**src/rtl/board_memory.sv**
```systemverilog
// Connect Four board storage: combinational cell read, column drops driven by
// per-column height counters, winning-marker write-back and a row-by-row clear sweep.
module board_memory #(
    parameter int ROWS = 6,
    parameter int COLS = 7
) (
    input  logic       clk,
    input  logic       rst_n,
    input  logic       clear,
    input  logic       drop_valid,
    output logic       drop_ready,
    input  logic [2:0] drop_col,
    input  logic [1:0] drop_player,
    output logic       drop_done,
    output logic       drop_ok,
    output logic [2:0] drop_row,
    output logic [2:0] drop_col_q,
    input  logic [2:0] read_row,
    input  logic [2:0] read_col,
    output logic [1:0] data_out,
    input  logic       win_we,
    input  logic [2:0] win_row,
    input  logic [2:0] win_col,
    output logic       board_full,
    output logic       busy
);

    // Height must be able to hold ROWS itself (saturation value), hence the +1.
    localparam int HW  = $clog2(ROWS + 1);
    localparam int MCW = $clog2(ROWS * COLS + 1);

    localparam logic [3:0]     ROWS_L   = 4'(ROWS);
    localparam logic [3:0]     COLS_L   = 4'(COLS);
    localparam logic [HW-1:0]  ROWS_H   = HW'(ROWS);
    localparam logic [MCW-1:0] MC_FULL  = MCW'(ROWS * COLS);
    localparam logic [2:0]     LAST_ROW = 3'(ROWS - 1);

    // Handshake: a drop is taken at a rising edge where drop_valid & drop_ready
    // are both high and clear is low; its result appears one cycle later as a
    // single-cycle drop_done pulse, qualified by drop_ok.
    typedef enum logic [0:0] {
        IDLE  = 1'b0,
        CLEAR = 1'b1
    } state_t;

    state_t state_q, state_d;

    // Storage spans the full 3-bit address space so any coordinate indexes safely;
    // cells outside ROWS x COLS are never written and never reach data_out.
    logic [1:0]     cells  [8][8];
    logic [HW-1:0]  height [8];
    logic [MCW-1:0] move_count;
    logic [2:0]     sweep_idx;

    logic           start_clear;
    logic           drop_fire;
    logic           drop_accept;
    logic           win_en;
    logic [HW-1:0]  height_sel;
    logic [2:0]     land_row;
    logic [MCW-1:0] mc_next;

    always_comb begin
        state_d     = state_q;
        drop_ready  = 1'b0;
        busy        = 1'b0;
        start_clear = 1'b0;
        win_en      = 1'b0;
        case (state_q)
            IDLE: begin
                drop_ready = 1'b1;
                if (clear) begin
                    state_d     = CLEAR;
                    start_clear = 1'b1;
                end else begin
                    win_en = win_we && ({1'b0, win_row} < ROWS_L) && ({1'b0, win_col} < COLS_L);
                end
            end
            CLEAR: begin
                busy = 1'b1;
                if (sweep_idx == LAST_ROW) begin
                    state_d = IDLE;
                end
            end
            default: state_d = IDLE;
        endcase
    end

    always_comb begin
        height_sel  = height[drop_col];
        land_row    = 3'(height_sel);
        mc_next     = move_count + MCW'(1);
        drop_fire   = drop_valid && drop_ready && !clear;
        drop_accept = drop_fire
                      && ({1'b0, drop_col} < COLS_L)
                      && (height_sel != ROWS_H)
                      && (drop_player == 2'b01 || drop_player == 2'b10);
    end

    always_comb begin
        data_out = 2'b00;
        if (({1'b0, read_row} < ROWS_L) && ({1'b0, read_col} < COLS_L)) begin
            data_out = cells[read_row][read_col];
        end
    end

    always_ff @(posedge clk or negedge rst_n) begin
        if (!rst_n) begin
            state_q <= IDLE;
        end else begin
            state_q <= state_d;
        end
    end

    always_ff @(posedge clk or negedge rst_n) begin
        if (!rst_n) begin
            for (int r = 0; r < 8; r++) begin
                for (int c = 0; c < 8; c++) begin
                    cells[r][c] <= 2'b00;
                end
            end
            for (int c = 0; c < 8; c++) begin
                height[c] <= '0;
            end
            move_count <= '0;
            sweep_idx  <= '0;
            board_full <= 1'b0;
            drop_done  <= 1'b0;
            drop_ok    <= 1'b0;
            drop_row   <= '0;
            drop_col_q <= '0;
        end else begin
            drop_done <= 1'b0;

            if (start_clear) begin
                for (int c = 0; c < 8; c++) begin
                    height[c] <= '0;
                end
                move_count <= '0;
                board_full <= 1'b0;
                sweep_idx  <= '0;
            end

            if (state_q == CLEAR) begin
                for (int c = 0; c < 8; c++) begin
                    cells[sweep_idx][c] <= 2'b00;
                end
                sweep_idx <= sweep_idx + 3'd1;
            end

            if (drop_fire) begin
                drop_done  <= 1'b1;
                drop_ok    <= drop_accept;
                drop_row   <= drop_accept ? land_row : 3'd0;
                drop_col_q <= drop_col;
                if (drop_accept) begin
                    cells[land_row][drop_col] <= drop_player;
                    height[drop_col]          <= height_sel + HW'(1);
                    move_count                <= mc_next;
                    board_full                <= (mc_next == MC_FULL);
                end
            end

            // Placed after the drop write so the marker wins on a shared cell.
            if (win_en) begin
                cells[win_row][win_col] <= 2'b11;
            end
        end
    end

endmodule

```
**config.mk**
```make
export PLATFORM = sky130hd
export DESIGN_NAME = board_memory
export DESIGN_NICKNAME = d
export VERILOG_FILES = /design/src/rtl/board_memory.sv
export SDC_FILE = /design/constraint.sdc
export NUM_CORES = 1
export LEC_CHECK = 0
export ABC_CLOCK_PERIOD_IN_PS = 6750
export BUFFER_PORTS_ARGS = -buffer_cell sky130_fd_sc_hd__buf_4
export CELL_PAD_IN_SITES_DETAIL_PLACEMENT = 1
export CELL_PAD_IN_SITES_GLOBAL_PLACEMENT = 1
export CORE_ASPECT_RATIO = 2
export CORE_UTILIZATION = 53
export CTS_CLUSTER_DIAMETER = 40
export DETAILED_ROUTE_END_ITERATION = 16
export PLACE_DENSITY_LB_ADDON = 0.2
export SLEW_MARGIN = 5
export SYNTH_ARGS = -nofsm -noshare
export SYNTH_HDL_FRONTEND = slang
export SYNTH_SLANG_ARGS = --single-unit
```
**constraint.sdc**
```tcl
create_clock -name clk -period 6.75 [get_ports clk]
set_input_delay 0.3375 -clock clk [delete_from_list [all_inputs] [get_ports clk]]
set_output_delay 0.3375 -clock clk [all_outputs]
set_load 0.005 [all_outputs]
```
==> impl_summary.md, run 1 <==
STA
The worst-case headroom to the max-slew limit is 0.0757. Of the available clock period, the critical path in the final layout requires 0.629. The number of endpoints with negative hold slack in the final report is 0. The final number of max-transition violations is 0. The slew of the pin with the lowest slew margin is 1.37 ns. Across the routed clock network, the largest skew measured is 0.00996 ns.

Based on the critical path, the design can be clocked at up to 0.235 GHz. The total negative slack for setup checks is 0 ns. Counting I/O delays and the setup requirement, the final critical path takes 4.25 ns. The number of endpoints failing setup at the final stage is 0. Setup repair after global routing left no endpoint under its margin.

Floorplanning
The die span in y is 185 um. The horizontal extent of the die is 93.7 um. The starting density of the core is 0.545. The floorplan step defined a die boundary enclosing 17400 um2. The placeable core area is 16400 um2.

The number of placement rows is 66. 35 I/O pins were placed.

Worst setup path
In this run the worst setup path begins at height[13]. The critical path goes through mux2_2 > mux4_2 > nor2_1 > inv_1 > ha_1 > inv_1 > o2111ai_1 > nor3_1 > a311o_1. The endpoint of the worst register-to-register path is cells[35]. The most critical setup path has its endpoint at cells[35]. The maximum single-stage delay on the critical path is 0.92 ns.

The internal reg-to-reg setup slack is 2.50 ns. The highest fanout seen on the critical path is 21. The cell family with the largest share of critical-path delay is simple AND/OR/NAND/NOR gates. The path length in cells of the critical path is 9.

Data on the critical path arrives at its endpoint at 4.62 ns. The critical path required time is 7.12 ns. Together, buffers and inverters on the worst path number 2. The depth of the most critical reg-to-reg path is 9. On the critical path, the stage with the largest delay is an instance of sky130_fd_sc_hd__nor3_1.

In this run the critical register-to-register path is launched from height[13]. The cell that appears most often on the critical path is sky130_fd_sc_hd__inv_1. The critical path is of the flop to flop type. The element type at the critical path start is a flop. The nature of the critical path endpoint is a flop.

Pwr
For this design the ratio of total power to cell area is 290 nW/um2. The worst-case vdd ir drop is 209 uV. The cell leakage power is 4.22 nW.

Clock network
In this run the deepest clock path goes through 2 buffers. The post-CTS setup buffer count is 0. After clock tree synthesis, the clock-pin slew on the worst setup and hold paths is 0.06 ns. The source-to-sink clock delay at the later pin of the worst-skew pair is 0.45 ns. Buffers inserted during clock tree synthesis total 17.

The post-cts resize count is 0. The clock tree from TritonCTS is yes. The tree built by TritonCTS fans out to 151 sinks.

Buffers inserted to repair hold after CTS numbered 1. The H-tree was split into 4 levels. In this run the clock root is driven by a sky130_fd_sc_hd__clkbuf_16.

Synthesis
The area fraction in compound gates after synthesis came to 0.170. Of the total synthesized cell area, the portion taken by XOR and XNOR cells is 0.00492. For this run, the register share of the synthesized area comes to 0.424. The most used flip-flop cell after synthesis is sky130_fd_sc_hd__dfrtp_1.

The count of different cell masters after synthesis is 70. During synthesis, Yosys emitted a total of 0 warnings. The fraction of registers with async set or reset after synthesis is 1.00. The synthesized net count is 927. In this run, synthesis inferred 0 flip-flops with an integrated enable. Of the total synthesized cell area, the portion taken by full adders, half adders and majority gates is 0.00843. Of the total synthesized cell area, the portion taken by AND, OR, NAND and NOR gates is 0.198.

The main combinational cell family by area after synthesis is simple AND/OR/NAND/NOR gates. Of the post-synthesis cell area, the part taken by muxes is 0.153. The register bit count reported by yosys is 151.

The number of standard cells after synthesis is 899. The mapped netlist covers 8900 um2. The mean post-synth cell area is 9.91 um2.

GRT
The first global-routing pass estimated 53200 um of wire. The via count of the first global-routing pass is 8875. Summed over all layers, the global routing overflow is 0. The pin count of the biggest net entering global routing is 80. The number of antenna violations at the first check in global routing is 3. The total routing resource utilization after global routing is 0.425.

Placed design
The final RePlAce weighted congestion is 0.962. The placed wire-length estimate after detailed placement is 22700 um. The total of buffers placed on input and output ports is 34.

Final layout
Once layout is complete, the utilization of the core stands at 0.599. In the final layout, the share of cells above drive strength 1 is 0.150. The area growth from synthesis to layout is 10.0%.

The repair_antennas step left the layout with diodes totalling 0. The final net count is 911.

Drt
The routed wirelength normalized by instance count is 31.3 um. Summed over all nets, wire length on met3 after detailed routing comes to 2660 um. For this block, wires on met1 add up to 11200 um.

Summed over all layers, the routed wires come to 34300 um. In this run the remaining antenna-violating nets after routing total 0. The count of unresolved DRC violations after routing is 0. The topmost layer with routed signal wires is met5. The routed layout has 8350 vias. The via density per instance is 7.60. The first TritonRoute pass finished after 6 iterations. The first routing iteration left 1055 violations. The met2 wire length is 17300 um.

Job
The max capacitance violation total is 0.

Worst hold path
The path type of the worst min-delay path is input pin to flop.

Outcome
The run finished with clean final reports.
-- report_power, final --
group / total, mW / internal (mW) / switching, mW
sequential: 1.18 / 1.05 / 0.132
clock: 1.04 / 0.642 / 0.395
combinational: 0.628 / 0.215 / 0.413
-- cells in the mapped netlist (5+ instances only) --
library cell / count / area share
sky130_fd_sc_hd__inv_1: 8 / 0.0034
sky130_fd_sc_hd__a41oi_1: 6 / 0.0059
sky130_fd_sc_hd__nand3b_1: 6 / 0.0051
sky130_fd_sc_hd__nor2b_1: 14 / 0.0098
sky130_fd_sc_hd__nor4_1: 15 / 0.011
sky130_fd_sc_hd__mux2i_1: 55 / 0.062
sky130_fd_sc_hd__dfrtp_1: 151 / 0.42
sky130_fd_sc_hd__a211oi_1: 7 / 0.0059
sky130_fd_sc_hd__o22ai_1: 7 / 0.0049
sky130_fd_sc_hd__a31oi_1: 32 / 0.022
sky130_fd_sc_hd__a32oi_1: 6 / 0.0059
sky130_fd_sc_hd__a31o_2: 5 / 0.0049
sky130_fd_sc_hd__nor2_1: 71 / 0.030
sky130_fd_sc_hd__o311ai_0: 8 / 0.0079
sky130_fd_sc_hd__and3_1: 6 / 0.0042
sky130_fd_sc_hd__a21oi_1: 18 / 0.010
sky130_fd_sc_hd__a311o_1: 39 / 0.044
sky130_fd_sc_hd__buf_1: 7 / 0.0030
sky130_fd_sc_hd__nand3_1: 51 / 0.029
sky130_fd_sc_hd__o21ai_0: 32 / 0.018
sky130_fd_sc_hd__and2_1: 6 / 0.0042
sky130_fd_sc_hd__buf_2: 18 / 0.010
sky130_fd_sc_hd__nand4_1: 23 / 0.016
sky130_fd_sc_hd__nand2b_1: 11 / 0.0077
sky130_fd_sc_hd__nand2_1: 110 / 0.046
sky130_fd_sc_hd__clkbuf_1: 50 / 0.021
sky130_fd_sc_hd__mux4_2: 34 / 0.086
sky130_fd_sc_hd__nor3_1: 13 / 0.0073
sky130_fd_sc_hd__or2_2: 5 / 0.0035
sky130_fd_sc_hd__ha_1: 6 / 0.0084
sky130_fd_sc_hd__o211ai_1: 10 / 0.0084
-- how the worst min path moves through the flow --
stage,from,endpoint,slack (ns),cells past startpoint
2_1_floorplan,rst_n,board_full,0.04,0
3_3_place_gp,rst_n,cells[57],0.39,1
3_5_place_dp,rst_n,cells[56],0.41,1
4_1_cts,win_col[2],cells[55],0.26,3
5_1_grt,win_col[2],cells[55],0.30,3
6_report,win_col[2],cells[54],0.26,3
-- per-layer routing --
metal,GRT usage,up-vias
met3,0.106,198
met5,0,-
met4,0.336,6
met2,0.701,517
li1,-,3384
met1,0.459,4245
-- state kept, by name (all words and copies together), names as in the netlist --
signal and count:
state_q 1, sweep_idx 3, drop_ok 1, move_count 6, height 24, board_full 1, cells 108, drop_done 1
drop_row 3, drop_col_q 3
-- layout by cell type (no fill, tap or decap), drive strengths merged, types with 21 or more instances in the layout --
master and count:
clkbuf 21, mux4 34, mux2i 55, nand2 110, nor2 71, buf 42
nand3 51, nand4 23, o21ai 35, a311o 39, a31oi 32, dfrtp 151
-- cell families (layout without fill, tap and decap cells) --
logic type,Yosys count,after routing
muxes,93,93
buffers and inverters,88,83
xor gates and xnor gates,5,5
and+or+nand+nor,355,355
DFF,151,151
AOI/OAI and AO/OA,201,201
adders and majority gates,6,6
-- tightest hold or removal path: cells and delay by family --
family,cells,cell delay (ns)
buf+inv,1,0.13
simple gates,2,0.19
-- final cells by class --
cell class              count  area (um2)
clock buffers              21         470
repair buffers             43         329
well taps                 204         255
inverters                  10        37.5
clock inverters             9         149
multi-input cells         660        4780
flip-flops and latches    151        3780
fillers                  1759        6550
-- metrics by stage --
| step | total power [mW] | hold slack [ns] | area (um2) | setup WS (ns) | instances |
|---|---|---|---|---|---|
| floorplan | 1.54 | 0.0419 | 8900 | 3.40 | 899 |
| finish | 2.85 | 0.257 | 9800 | 2.50 | 1098 |
| global placement | 1.74 | 0.394 | 9170 | 2.75 | 1067 |
| global route | 2.93 | 0.304 | 9800 | 2.38 | 1098 |
| CTS | 2.82 | 0.259 | 9800 | 2.65 | 1098 |
| detailed placement | 1.79 | 0.406 | 9170 | 2.46 | 1067 |
Note: power is estimated with default switching activity, not from simulation.
==> run 2: changes to the inputs <==
--- a/config.mk
+++ b/config.mk
@@ -5,12 +5,12 @@
 export SDC_FILE = /design/constraint.sdc
 export NUM_CORES = 1
 export LEC_CHECK = 0
-export ABC_CLOCK_PERIOD_IN_PS = 6750
+export ABC_CLOCK_PERIOD_IN_PS = 3400
 export BUFFER_PORTS_ARGS = -buffer_cell sky130_fd_sc_hd__buf_4
 export CELL_PAD_IN_SITES_DETAIL_PLACEMENT = 1
 export CELL_PAD_IN_SITES_GLOBAL_PLACEMENT = 1
 export CORE_ASPECT_RATIO = 2
-export CORE_UTILIZATION = 53
+export CORE_UTILIZATION = 44
 export CTS_CLUSTER_DIAMETER = 40
 export DETAILED_ROUTE_END_ITERATION = 16
 export PLACE_DENSITY_LB_ADDON = 0.2
==> constraint.sdc (replaced) <==
create_clock -name clk -period 3.4 [get_ports clk]
set_input_delay 0.17 -clock clk [delete_from_list [all_inputs] [get_ports clk]]
set_output_delay 0.17 -clock clk [all_outputs]
set_load 0.005 [all_outputs]
==> impl_summary.md, run 2 (synthesis gave the netlist of run 1 again) <==
Clock network
The clock passes through at most 2 buffers. The register clock-pin slew on the reported worst setup and hold paths is 0.06 ns. For this design, the sink count on the clock tree is 151. The source-to-sink clock delay at the later pin of the worst-skew pair is 0.44 ns. In this run the clock root is driven by a sky130_fd_sc_hd__clkbuf_16. The clock tree from TritonCTS is yes. After clock tree synthesis, the setup repair step added 0 buffers. The TritonCTS buffer count is 17. The H-tree was split into 4 levels.

Job
Max-cap violations in this run came to 0.

STA
The total negative slack for setup checks is 0 ns. The worst-case headroom to the max-slew limit is 0.194. Setup repair after global routing left no endpoint under its margin. The slew of the pin with the lowest slew margin is 1.21 ns. The final setup skew is 0.00931 ns. The tightest hold path in the finished design has a slack of 0.0787 ns. The share of the clock period used by the worst path is 0.885.

Setup violations remaining at the end of the flow were counted as 0. The final critical path time including I/O delays and setup is 3.01 ns. The fmax is 0.332 GHz. The number of endpoints with negative hold slack in the final report came to 0. The final number of max-transition violations came to 0.

GRT
The pin count of the biggest net entering global routing is 90. The via count of the first global-routing pass was 9220. For this run, the total global-route usage over all layers was measured as 0.355. Global routing finished with a remaining overflow of 0. The number of antenna violations at the first check in global routing was 0. The first global-routing pass estimated 53300 um of wire.

Drt
The final layout contains routed wiring with a total length of 34200 um. The number of violations reported at the end of detailed-routing iteration 0 is 505. For this block, the via count after detailed routing is 8094. The count of unresolved DRC violations after routing is 0.

The remaining number of nets flagged by the antenna check after routing is 0. The routed wirelength normalized by instance count is 28.7 um. For this run, the detailed router's first-pass iteration total came to 5. The via density per instance is 6.80.

Final layout
The antenna diode instance count is 0. The count of filler cells inserted in the layout is 2231. In the layout the commonest cells are sky130_fd_sc_hd__dfrtp_1, sky130_fd_sc_hd__nand2_1, sky130_fd_sc_hd__buf_4.

In the final layout, the share of cells above drive strength 1 is 0.179. The number of flip-flops in the largest register is 108. In the final layout, flip-flops and latches occupy 3780 um2. In the final layout, the multi-input gates occupy 4780 um2. Relative to the synthesized area, the layout overhead comes to 13.7%. More flip-flops sit in one register than any other, and that register is cells. The largest registers in the layout are cells x108, height x24, move_count x6. The final net count is 945. The library cell used most frequently in the layout, excluding fill and tap cells, is sky130_fd_sc_hd__dfrtp_1.

Pwr
The switching power total is 1.84 mW. The net switching fraction of the power is 0.327. The cell leakage power is 4.38 nW. The worst-case vdd ir drop is 375 uV. The share of total power dissipated in sequential elements is 0.415. Of the total power, the clock network draws 0.358. The total internal power is 3.78 mW. Of the total power, combinational logic draws 0.227. The power density of the placed cells is 555 nW/um2.

Floorplanning
The die covers 20800 um2. The number of placement rows is 73. In this run the vertical extent of the chip is 203 um. The horizontal extent of the die is 103 um.

The count of pins on the block boundary is 35. The placeable core area is 19800 um2. The starting density of the core is 0.449.

Worst setup path
The nature of the critical path endpoint is a flop. On the critical path the largest part of the delay comes from multiplexers. Together, buffers and inverters on the worst path number 2. The maximum single-stage delay on the critical path is 0.55 ns.

The critical path required time is 3.73 ns. The category of the critical setup timing path is flop to flop. On the critical path, the stage with the largest delay is an instance of sky130_fd_sc_hd__mux4_2. The worst setup path is launched from a flop.

The signal on the critical path passes through mux2_2 > mux4_2 > nor2_1 > inv_1 > ha_1 > buf_4 > nor3_1 > nand2_1 > o31a_1 > a311o_1. At the worst endpoint, the arrival time is 3.34 ns. The highest fanout seen on the critical path is 8.

Worst hold path
The tightest min-delay check is of the input pin to flop type.

Outcome
The flow ran to the end, and the final reports show no timing, DRC or antenna violations.

Placed design
The total of buffers placed on input and output ports is 34. The final RePlAce weighted congestion is 0.917. The placed wire-length estimate after detailed placement is 23900 um.
-- run 2: power by group through the flow --
stage | Clock (mW) | Sequential [mW] | Combinational [mW]
after CTS | 2.04 | 2.33 | 1.27
after global routing | 2.09 | 2.37 | 1.38
after global placement | 0 | 2.33 | 1.18
final | 2.01 | 2.33 | 1.28
after detailed placement | 0 | 2.36 | 1.25
after floorplan | 0 | 2.24 | 0.814
-- run 2: path summary, 6_finish.rpt --
path                            endpoint  cells past startpoint  slack [ns]          start
max in group asynchronous      cells[36]                      3        2.11          rst_n
max reg2reg                    cells[35]                     10        0.39     height[10]
min in group asynchronous      cells[83]                      2        0.38          rst_n
min reg2reg                drop_col_q[1]                      2        0.49  drop_col_q[1]
max                            cells[35]                     10        0.39     height[10]
min                        drop_col_q[1]                      3        0.08    drop_col[1]
-- run 2: routing by layer --
layer  vias to the layer above  share of wire  track usage
li1                       3466              -            -
met1                      4105           0.33        0.357
met2                       349           0.52        0.599
met3                       174          0.057       0.0829
met4                         0          0.093        0.305
met5                         -              0            0
-- run 2: repair_timing --
action,CTS,global route
endpoints found under the setup margin,0,0
hold buffers,1,0
gates resized for setup,0,0
endpoints found under the hold margin,86,0
-- run 2: worst reg2reg max path, stage by stage, from the launching register on --
cell,delay (ns)
sky130_fd_sc_hd__dfrtp_1,0.40
sky130_fd_sc_hd__mux2_2,0.26
sky130_fd_sc_hd__mux4_2,0.55
sky130_fd_sc_hd__nor2_1,0.17
sky130_fd_sc_hd__inv_1,0.07
sky130_fd_sc_hd__ha_1,0.22
sky130_fd_sc_hd__buf_4,0.19
sky130_fd_sc_hd__nor3_1,0.27
sky130_fd_sc_hd__nand2_1,0.18
sky130_fd_sc_hd__o31a_1,0.28
sky130_fd_sc_hd__a311o_1,0.31
-- run 2: per-stage QoR --
stage / utilization / power [mW] / instance area, um2 / instances / setup slack [ns]
final: 0.511 / 5.62 / 10100 / 1190 / 0.392
after global routing: 0.511 / 5.83 / 10100 / 1190 / 0.246
after CTS: 0.511 / 5.64 / 10100 / 1190 / 0.403
after detailed placement: 0.479 / 3.61 / 9490 / 1159 / 0.356
after global placement: 0.479 / 3.51 / 9490 / 1159 / 0.435
after floorplan: - / 3.05 / 8900 / 899 / 0.222
-- run 2: area by class of cell --
class	instances	share of cell area
Clock buffer	24	0.0496
Tap cell	262	0.0324
Clock inverter	6	0.0114
Sequential cell	151	0.373
Inverter	10	0.00371
Timing Repair Buffer	77	0.0577
Multi-Input combinational cell	660	0.472
==> run 3: changes to the inputs <==
--- a/config.mk
+++ b/config.mk
@@ -10,10 +10,11 @@
 export CELL_PAD_IN_SITES_DETAIL_PLACEMENT = 1
 export CELL_PAD_IN_SITES_GLOBAL_PLACEMENT = 1
 export CORE_ASPECT_RATIO = 2
+export CORE_MARGIN = 2
 export CORE_UTILIZATION = 44
 export CTS_CLUSTER_DIAMETER = 40
 export DETAILED_ROUTE_END_ITERATION = 16
-export PLACE_DENSITY_LB_ADDON = 0.2
+export PLACE_DENSITY_LB_ADDON = 0.08
 export SLEW_MARGIN = 5
 export SYNTH_ARGS = -nofsm -noshare
 export SYNTH_HDL_FRONTEND = slang
==> impl_summary.md, run 3 (synthesis gave the netlist of run 1 again) <==
Drt
The number of violations reported at the end of detailed-routing iteration 0 is 520. Detailed routing inserted a total of 7967 vias. For this run, the detailed router's first-pass iteration total came to 5.

The remaining number of nets flagged by the antenna check after routing is 0. The total wire length after detailed routing is 33700 um. For this run, design rule violations remaining after detail routing come to 0. After detailed routing, the number of vias per cell comes to 6.71.

The routed wirelength normalized by instance count is 28.4 um.

Pwr
The cell leakage power is 4.37 nW. The portion of total power attributed to the clock network is 0.367. The part of the power in registers is 0.411. The switching power total is 1.85 mW. The net switching fraction of the power is 0.324. The worst-case vdd ir drop is 380 uV. For this design the ratio of total power to cell area is 563 nW/um2. The combinational share of power is 0.223.

The total internal power is 3.84 mW.

Floorplanning
The floorplan step defined a die boundary enclosing 21500 um2. The horizontal extent of the die is 105 um. After floorplanning, the core was divided into 73 placement rows.

The floorplan step set the die height to 205 um. The count of pins on the block boundary is 35. For this configuration, the core starts out at a cell density of 0.447. The placeable core area is 19900 um2.

Worst setup path
The arrival time of data at the critical path endpoint is 3.63 ns. The worst setup path is captured at a flop. The maximum single-stage delay on the critical path is 0.86 ns. The worst setup path is of the flop to flop kind. The most numerous cell on the critical path is sky130_fd_sc_hd__inv_1. Data on the critical path is required at its endpoint by 3.78 ns. Counting both buffers and inverters, the worst setup path holds a total of 2. The cell family with the largest share of critical-path delay is simple AND/OR/NAND/NOR gates. Walking the worst path, the cells encountered are mux2_2 > mux4_2 > nor2_1 > inv_1 > ha_1 > inv_1 > o2111ai_1 > nor3_1 > a311o_1. The element type at the critical path start is a flop. The highest fanout seen on the critical path is 8. For this design, the slowest cell found on the critical path is sky130_fd_sc_hd__nor3_1.

Clock network
Clock tree synthesis selected as its root buffer the cell sky130_fd_sc_hd__clkbuf_16. The H-tree was split into 4 levels. The worst-case clock buffer depth is 2. Post-CTS repair changed the size of 0 cells. Clock tree synthesis inserted a total of 17 buffers. TritonCTS built the clock tree. The clock reaches the later pin of the worst-skew pair after 0.45 ns. The register clock-pin slew on the reported worst setup and hold paths is 0.06 ns. The clock net in this run drives a total of 151 sinks.

Final layout
The top cell types in the final layout, fill and taps aside, are sky130_fd_sc_hd__dfrtp_1, sky130_fd_sc_hd__nand2_1, sky130_fd_sc_hd__nor2_1. Of the cells placed in the final design, the portion with a size suffix greater than 1 is 0.175. The most flop-heavy register is cells. The layout has 2251 filler cells. The area growth from synthesis to layout is 13.6%. Summing all multi-input logic gate instances after layout gives 4780 um2. 0 antenna diodes ended up in the layout. The count of cells in the finished layout, fillers not included, comes to 1187. The net count of the finished layout is 940. Leaving out fill and tap cells, the most frequent cell in the layout is sky130_fd_sc_hd__dfrtp_1. In the final layout, the registers with the most flip-flops are cells x108, height x24, move_count x6.

The register cell area after layout is 3780 um2. The number of flip-flops in the largest register is 108.

GRT
Summed over all layers, the global routing overflow is 0. Across every metal layer, demand over resource in global routing totals 0.328. The via count of the first global-routing pass is 8778. The number of antenna violations at the first check in global routing is 0. The global-route wire length before repair is 51800 um. The pin count of the biggest net entering global routing is 93.

Worst hold path
In this run the worst hold path is classified as input pin to flop.

Placed design
Buffers placed on the I/O ports in this run total 34. The placed wire-length estimate after detailed placement is 24200 um. The final RePlAce weighted congestion is 0.926. In this run, placement finished with an instance count of 1154.

STA
The number of endpoints with negative hold slack in the final report is 0. For the final routed database, the setup TNS stands at 0 ns. For the pin with the worst max-slew slack, the measured transition is 1.04 ns.

The number of endpoints failing setup at the final stage is 0. The final setup skew is 0.00893 ns. Timing would allow up to 0.308 GHz. The final number of max-transition violations is 0. The worst-case headroom to the max-slew limit is 0.303. The worst path needs 3.25 ns of the cycle, external delays included. In the finished design, the share of the clock period the worst path needs comes to 0.955.

Setup repair after global routing left no endpoint under its margin. The final-layout worst hold slack is 0.0760 ns.

Outcome
The run finished with clean final reports.

Job
The max capacitance violation total is 0.
## run 3: what timing repair did
item / CTS / global route
hold endpoints to repair: 91 / 0
hold buffers: 1 / 0
setup buffers: 0 / 0
## run 3: power by group through the flow
stage | sequential, mW | combinational [mW] | clock [mW]
after CTS | 2.33 | 1.27 | 2.11
final | 2.34 | 1.27 | 2.09
after global routing | 2.37 | 1.37 | 2.18
after global placement | 2.35 | 1.19 | 0
after detailed placement | 2.36 | 1.26 | 0
after floorplan | 2.24 | 0.814 | 0
## run 3: worst min-delay path: cells and delay by family
| kind | cells | cell delay, ns |
|---|---|---|
| and+or+nand+nor | 2 | 0.17 |
| buffers and inverters | 1 | 0.15 |
## run 3: metal layers
layer | track usage | wire length (um)
met5 | 0 | 0
met4 | 0.245 | 2520
met3 | 0.0551 | 1480
met2 | 0.596 | 18000
met1 | 0.333 | 11700
## run 3: final timing paths
check	from	slack, ns	to	cells past startpoint
worst max register to register	height[10]	0.15	cells[47]	9
min in group asynchronous	rst_n	0.35	cells[56]	2
worst min-delay path	win_col[2]	0.08	cells[54]	3
max in group asynchronous	rst_n	2.22	height[4]	3
worst max-delay path	height[10]	0.15	cells[47]	9
worst min register to register	drop_col_q[2]	0.48	drop_col_q[2]	2
## run 3: layout make-up
cell class	instances	area share
Multi-Input combinational cell	660	0.472
Sequential cell	151	0.374
Timing Repair Buffer	72	0.0553
Clock buffer	24	0.0486
Tap cell	262	0.0324
Clock inverter	8	0.0141
Inverter	10	0.00371
## run 3: metrics by stage
step | area [um2] | utilization | setup slack, ns | power [mW]
finish | 10100 | 0.508 | 0.153 | 5.69
global route | 10100 | 0.508 | 0.00144 | 5.92
global placement | 9470 | 0.476 | 0.290 | 3.54
detailed placement | 9470 | 0.476 | 0.156 | 3.63
floorplan | 8900 | - | 0.222 | 3.05
CTS | 10100 | 0.508 | 0.172 | 5.72
